**src/rtl/wm_pkg.sv**
```systemverilog
`default_nettype none
// ============================================================================
// Module      : wm_pkg
// Description : Shared constants and encodings for the washer input path.
// Revision    : 1.0 - initial release
// ============================================================================
package wm_pkg;

    localparam int DEBOUNCE_CYCLES_DEF = 180000;

    localparam int SW_LOAD_LO = 0;
    localparam int SW_LOAD_HI = 1;
    localparam int SW_TEMP_LO = 2;
    localparam int SW_TEMP_HI = 3;
    localparam int SW_RINSE2  = 4;
    localparam int SW_XSPIN   = 5;
    localparam int SW_LID     = 6;

    typedef enum logic [1:0] {
        LOAD_SMALL   = 2'b00,
        LOAD_MEDIUM  = 2'b01,
        LOAD_LARGE   = 2'b10,
        LOAD_INVALID = 2'b11
    } load_e;

    typedef enum logic [1:0] {
        TEMP_COLD    = 2'b00,
        TEMP_WARM    = 2'b01,
        TEMP_HOT     = 2'b10,
        TEMP_INVALID = 2'b11
    } temp_e;

    // Bits [1:0] load, [3:2] temperature; both must avoid the reserved code.
    function automatic logic cfg_ok(input logic [3:0] sw);
        return (load_e'(sw[SW_LOAD_HI:SW_LOAD_LO]) != LOAD_INVALID) &&
               (temp_e'(sw[SW_TEMP_HI:SW_TEMP_LO]) != TEMP_INVALID);
    endfunction

endpackage
`default_nettype wire

```
**src/rtl/wm_debounce.sv**
```systemverilog
`default_nettype none
// ============================================================================
// Module      : wm_debounce
// Description : One channel: 2-flop synchronizer, stability counter and clean
//               level with a parameterised reset value.
// Revision    : 1.0 - initial release
// ============================================================================
module wm_debounce #(
    parameter int   DEBOUNCE_CYCLES = 180000,
    parameter int   CNT_WIDTH       = 18,
    parameter logic RST_LEVEL       = 1'b0
) (
    input  logic clk,
    input  logic rst_n,
    input  logic raw,
    output logic clean
);

    localparam logic [CNT_WIDTH-1:0] CNT_LAST = CNT_WIDTH'(DEBOUNCE_CYCLES - 1);

    logic                 sync1;
    logic                 sync2;
    logic [CNT_WIDTH-1:0] cnt;

    always_ff @(posedge clk) begin
        if (!rst_n) begin
            sync1 <= 1'b0;
            sync2 <= 1'b0;
            cnt   <= '0;
            clean <= RST_LEVEL;
        end else begin
            sync1 <= raw;
            sync2 <= sync1;
            // Any agreeing cycle restarts the stability window.
            if (sync2 == clean) begin
                cnt <= '0;
            end else if (cnt == CNT_LAST) begin
                clean <= sync2;
                cnt   <= '0;
            end else begin
                cnt <= cnt + 1'b1;
            end
        end
    end

endmodule
`default_nettype wire

```
**src/rtl/wm_input_conditioner.sv**
```systemverilog
`default_nettype none
// ============================================================================
// Module      : wm_input_conditioner
// Description : Debounces the washer switches and start button, produces a
//               one-cycle start pulse and a configuration-valid flag.
//               Optional macro WM_LID_LOCKOUT_EN drops presses while lid open.
// Revision    : 1.0 - initial release
// ============================================================================
module wm_input_conditioner
    import wm_pkg::*;
#(
    parameter int DEBOUNCE_CYCLES = DEBOUNCE_CYCLES_DEF,
    parameter int CNT_WIDTH       = 18
) (
    input  logic       clk,
    input  logic       rst_n,
    input  logic [6:0] sw_raw,
    input  logic       start_raw,
    output logic [6:0] sw_clean,
    output logic       start_pulse,
    output logic       cfg_valid
);

    logic start_clean;
    logic start_prev;
    logic start_rise;
    logic pulse_next;

    for (genvar i = 0; i < 7; i++) begin : g_sw
        wm_debounce #(
            .DEBOUNCE_CYCLES (DEBOUNCE_CYCLES),
            .CNT_WIDTH       (CNT_WIDTH),
            .RST_LEVEL       (1'b0)
        ) u_deb (
            .clk   (clk),
            .rst_n (rst_n),
            .raw   (sw_raw[i]),
            .clean (sw_clean[i])
        );
    end

    // Resetting high means a button held through reset must be released first.
    wm_debounce #(
        .DEBOUNCE_CYCLES (DEBOUNCE_CYCLES),
        .CNT_WIDTH       (CNT_WIDTH),
        .RST_LEVEL       (1'b1)
    ) u_deb_start (
        .clk   (clk),
        .rst_n (rst_n),
        .raw   (start_raw),
        .clean (start_clean)
    );

    assign start_rise = start_clean & ~start_prev;

`ifdef WM_LID_LOCKOUT_EN
    assign pulse_next = start_rise & ~sw_clean[SW_LID];
`else
    assign pulse_next = start_rise;
`endif

    always_ff @(posedge clk) begin
        if (!rst_n) begin
            start_prev  <= 1'b1;
            start_pulse <= 1'b0;
        end else begin
            start_prev  <= start_clean;
            start_pulse <= pulse_next;
        end
    end

    assign cfg_valid = cfg_ok(sw_clean[3:0]);

endmodule
`default_nettype wire

```
**config.mk**
```make
export PLATFORM = sky130hd
export DESIGN_NAME = wm_input_conditioner
export DESIGN_NICKNAME = d
export VERILOG_FILES = /design/src/rtl/wm_pkg.sv /design/src/rtl/wm_debounce.sv /design/src/rtl/wm_input_conditioner.sv
export SDC_FILE = /design/constraint.sdc
export NUM_CORES = 1
export LEC_CHECK = 0
export ABC_AREA = 1
export CAP_MARGIN = 20
export CORE_UTILIZATION = 39
export DETAILED_ROUTE_END_ITERATION = 7
export SLEW_MARGIN = 20
export SYNTH_ARGS = -nofsm -noshare
export SYNTH_HDL_FRONTEND = slang
export SYNTH_SLANG_ARGS = --single-unit
```
**constraint.sdc**
```tcl
create_clock -name clk -period 3.35 [get_ports clk]
set_input_delay 0.8375 -clock clk [delete_from_list [all_inputs] [get_ports clk]]
set_output_delay 0.8375 -clock clk [all_outputs]
set_load 0.01 [all_outputs]
```
==> run metrics <==
clock-pin slew on the worst setup and hold paths approximately 0.06 ns; Overflow after GRT 0; Layout area overhead 11.9%; Die Width around 150 um; FMAX a little over 0.4 GHz; DR pass1 iterations 5; RSZ-0062 raised after global routing no; #FFs+latches synth 170; outcome completed; element type at the critical path start flip-flop; Gate power share around 1.6%; vias in the first global route a little over 6000; hold_buf cts 0; die area ~22000 um^2; slew margin rel. between 60% and 70%; share of cells above drive strength 1 between 7 and 8%; P_int ~3.3 mW; CTS H-tree lvls 4; clock sinks 170; pin count of the biggest net entering global routing 17; dpl cell area ~8700 um^2; post-route DRC violation count 0; Mapped Nets 1200; HPWL Detailed between 10 and 15 mm; Placer Congestion a little under 0.9; critical path cell sequence a22o_1, inv_1, clkdlybuf4s50_1; Mapped Area roughly 8300 um^2; final WL about 15 mm; crit path max fanout 4; CTS tree yes; max_cap viols 0; data required time of the worst path 2.51 ns; initial core utilization approximately 40%; synth warn 0; Hold Vio Cnt, Final 0; post-route minimum period 2.45 ns; Synth Area per Inst 7.05 um^2; Setup CP Type reg -> out; Clock Skews about 0.0096 ns; Sw Pwr 865 uW; vias after detailed routing between 6000 and 7000; Tcrit/Tclk final about three quarters; vias per cell 4.51; share of the synthesized area in the top cell type about 40%; CP Capture Type output port; clk_lat worst skew around 0.43 ns; Detail Route Antenna Nets 0; commonest non-fill, non-tap cell in the layout nor2_1; clock share of power 48.8%; core outline area about 21000 um^2; Initial DRC Count around 250; Worst Path Arrival between 1.5 and 2 ns; Port-buffer cells 18; antenna diode count 0; Max Slew Vio Count 0; master of the slowest instance on the critical path clkdlybuf4s50_1; area leader, netlist dfxtp_1; delay-heaviest family, CP buffers and inverters; Least-Margin Pin Slew 0.477 ns; setup TNS 0 ns; Num CTS Buffers 17; fin area 9320 um^2; initial antenna violation count 0; postcts setup bufs 0; std cell rows 53; Area contributors post-synth dfxtp_1 41%, nor2_1 13%, nand2_1 12%; die height approximately 150 um; highest-count cells in the layout ignoring fill and taps 283 x nor2_1, 277 x nand2_1, 170 x dfxtp_1; cts repair resizes 0; P per Cell Area 442 nW/um^2; Post-Syn Instances between 1000 and 1500; Worst Hold Class reg -> reg; post-synth cell types 35; nets@finish roughly 1200; average wire per standard cell approximately 10 um; Bufs and invs on worst path 2; gr usage total between 15 and 20%; Final Power a little over 4 mW; Clock Tree Buf Depth 2; first-pass GRT wire length between 20 and 30 mm; Max VDD drop between 300 and 400 uV; switch share about a fifth; final setup violation count 0; CTS root buf clkbuf_16; register area share after synthesis 40.8%; # IOs 19; leak pwr approximately 3.5 nW; sequential share of power 49.6%; Worst path max stage delay about 0.52 ns
==> per-layer routing <==
metal / share of wire [%] / GRT usage, % / vias up
met5: 0 / 0 / -
met4: 1.7 / 5.52 / 0
met3: 2.6 / 3.25 / 20
met2: 44 / 24.7 / 66
met1: 52 / 19.6 / 2985
li1: - / - / 3660
==> final cells by class <==
class	count	area [um^2]
clock inverters	14	166
repair buffers	20	195
inverters	150	563
fillers	2199	11600
well taps	275	344
flip-flops and latches	170	3400
multi-input cells	844	4210
clock buffers	18	439
==> per-stage QoR <==
stage | setup WS, ns | hold WS (ns) | utilization (%) | cells
finish | 0.901 | 0.412 | 44.5 | 1491
global route | 0.837 | 0.431 | 44.5 | 1491
CTS | 0.852 | 0.414 | 44.5 | 1491
detailed placement | 0.781 | 0.399 | 41.6 | 1459
global placement | 0.836 | 0.397 | 41.6 | 1459
floorplan | 1.82 | 0.375 | - | 1182
==> power groups by stage <==
stage | Combinational, mW | Sequential [mW] | Clock [mW]
finish | 0.0656 | 2.04 | 2.01
global placement | 0.0663 | 2.09 | 0
detailed placement | 0.0674 | 2.09 | 0
CTS | 0.0677 | 2.04 | 2.08
global route | 0.0740 | 2.04 | 2.17
floorplan | 0.0480 | 2.09 | 0
==> logic make-up (layout without fill, tap and decap cells) <==
| kind of cell | after synthesis | in the layout | synth area share, % |
|---|---|---|---|
| and+or+nand+nor | 714 | 714 | 37.5 |
| DFF | 170 | 170 | 40.8 |
| buffers and inverters | 168 | 202 | 8.62 |
| xor gates and xnor gates | 77 | 77 | 8.09 |
| AOI/OAI and AO/OA | 45 | 45 | 3.74 |
| adders and majority gates | 8 | 8 | 1.20 |
==> path summary, 6_finish.rpt <==
| kind | from | end | slack [ns] | cells past startpoint |
|---|---|---|---|---|
| setup reg to reg | u_deb_start.cnt[0]$_SDFF_PP0_ | u_deb_start.cnt[14]$_SDFF_PP0_ | 1.79 | 7 |
| setup / recovery | g_sw[2].u_deb.clean$_SDFFE_PN0P_ | cfg_valid | 0.90 | 3 |
| hold / removal | u_deb_start.sync1$_SDFF_PN0_ | u_deb_start.sync2$_SDFF_PN0_ | 0.41 | 2 |
| hold reg to reg | u_deb_start.sync1$_SDFF_PN0_ | u_deb_start.sync2$_SDFF_PN0_ | 0.41 | 2 |
==> synth_stat cells, drive strengths merged <==
| cell | count |
|---|---|
| nor2 | 304 |
| nand2 | 286 |
| dfxtp | 170 |
| inv | 150 |
| nand3 | 67 |
| xor2 | 59 |
| nand4 | 22 |
| nor3 | 21 |
| o21ai | 19 |
| buf | 18 |
| xnor2 | 18 |
| a21oi | 16 |
| o21bai | 9 |
| ha | 8 |
| or2 | 7 |
| nand3b | 4 |
| a22o | 1 |
| and2 | 1 |
| and3 | 1 |
| nor3b | 1 |
==> registers in the layout, indices dropped and copies added (netlist names) <==
signal,count
g_sw.u_deb.sync2,7
g_sw.u_deb.sync1,7
g_sw.u_deb.clean,7
start_prev,1
u_deb_start.clean,1
u_deb_start.sync2,1
start_pulse,1
g_sw.u_deb.cnt,126
u_deb_start.sync1,1
u_deb_start.cnt,18
==> worst reg2reg max path, delay by kind of cell (launching register included) <==
kind / cells / cell delay [ns]
xor gates and xnor gates: 1 / 0.17
adders and majority gates: 1 / 0.22
buffers and inverters: 1 / 0.03
DFF: 1 / 0.38
and+or+nand+nor: 4 / 0.67
Power figures use the tool's default switching activity.
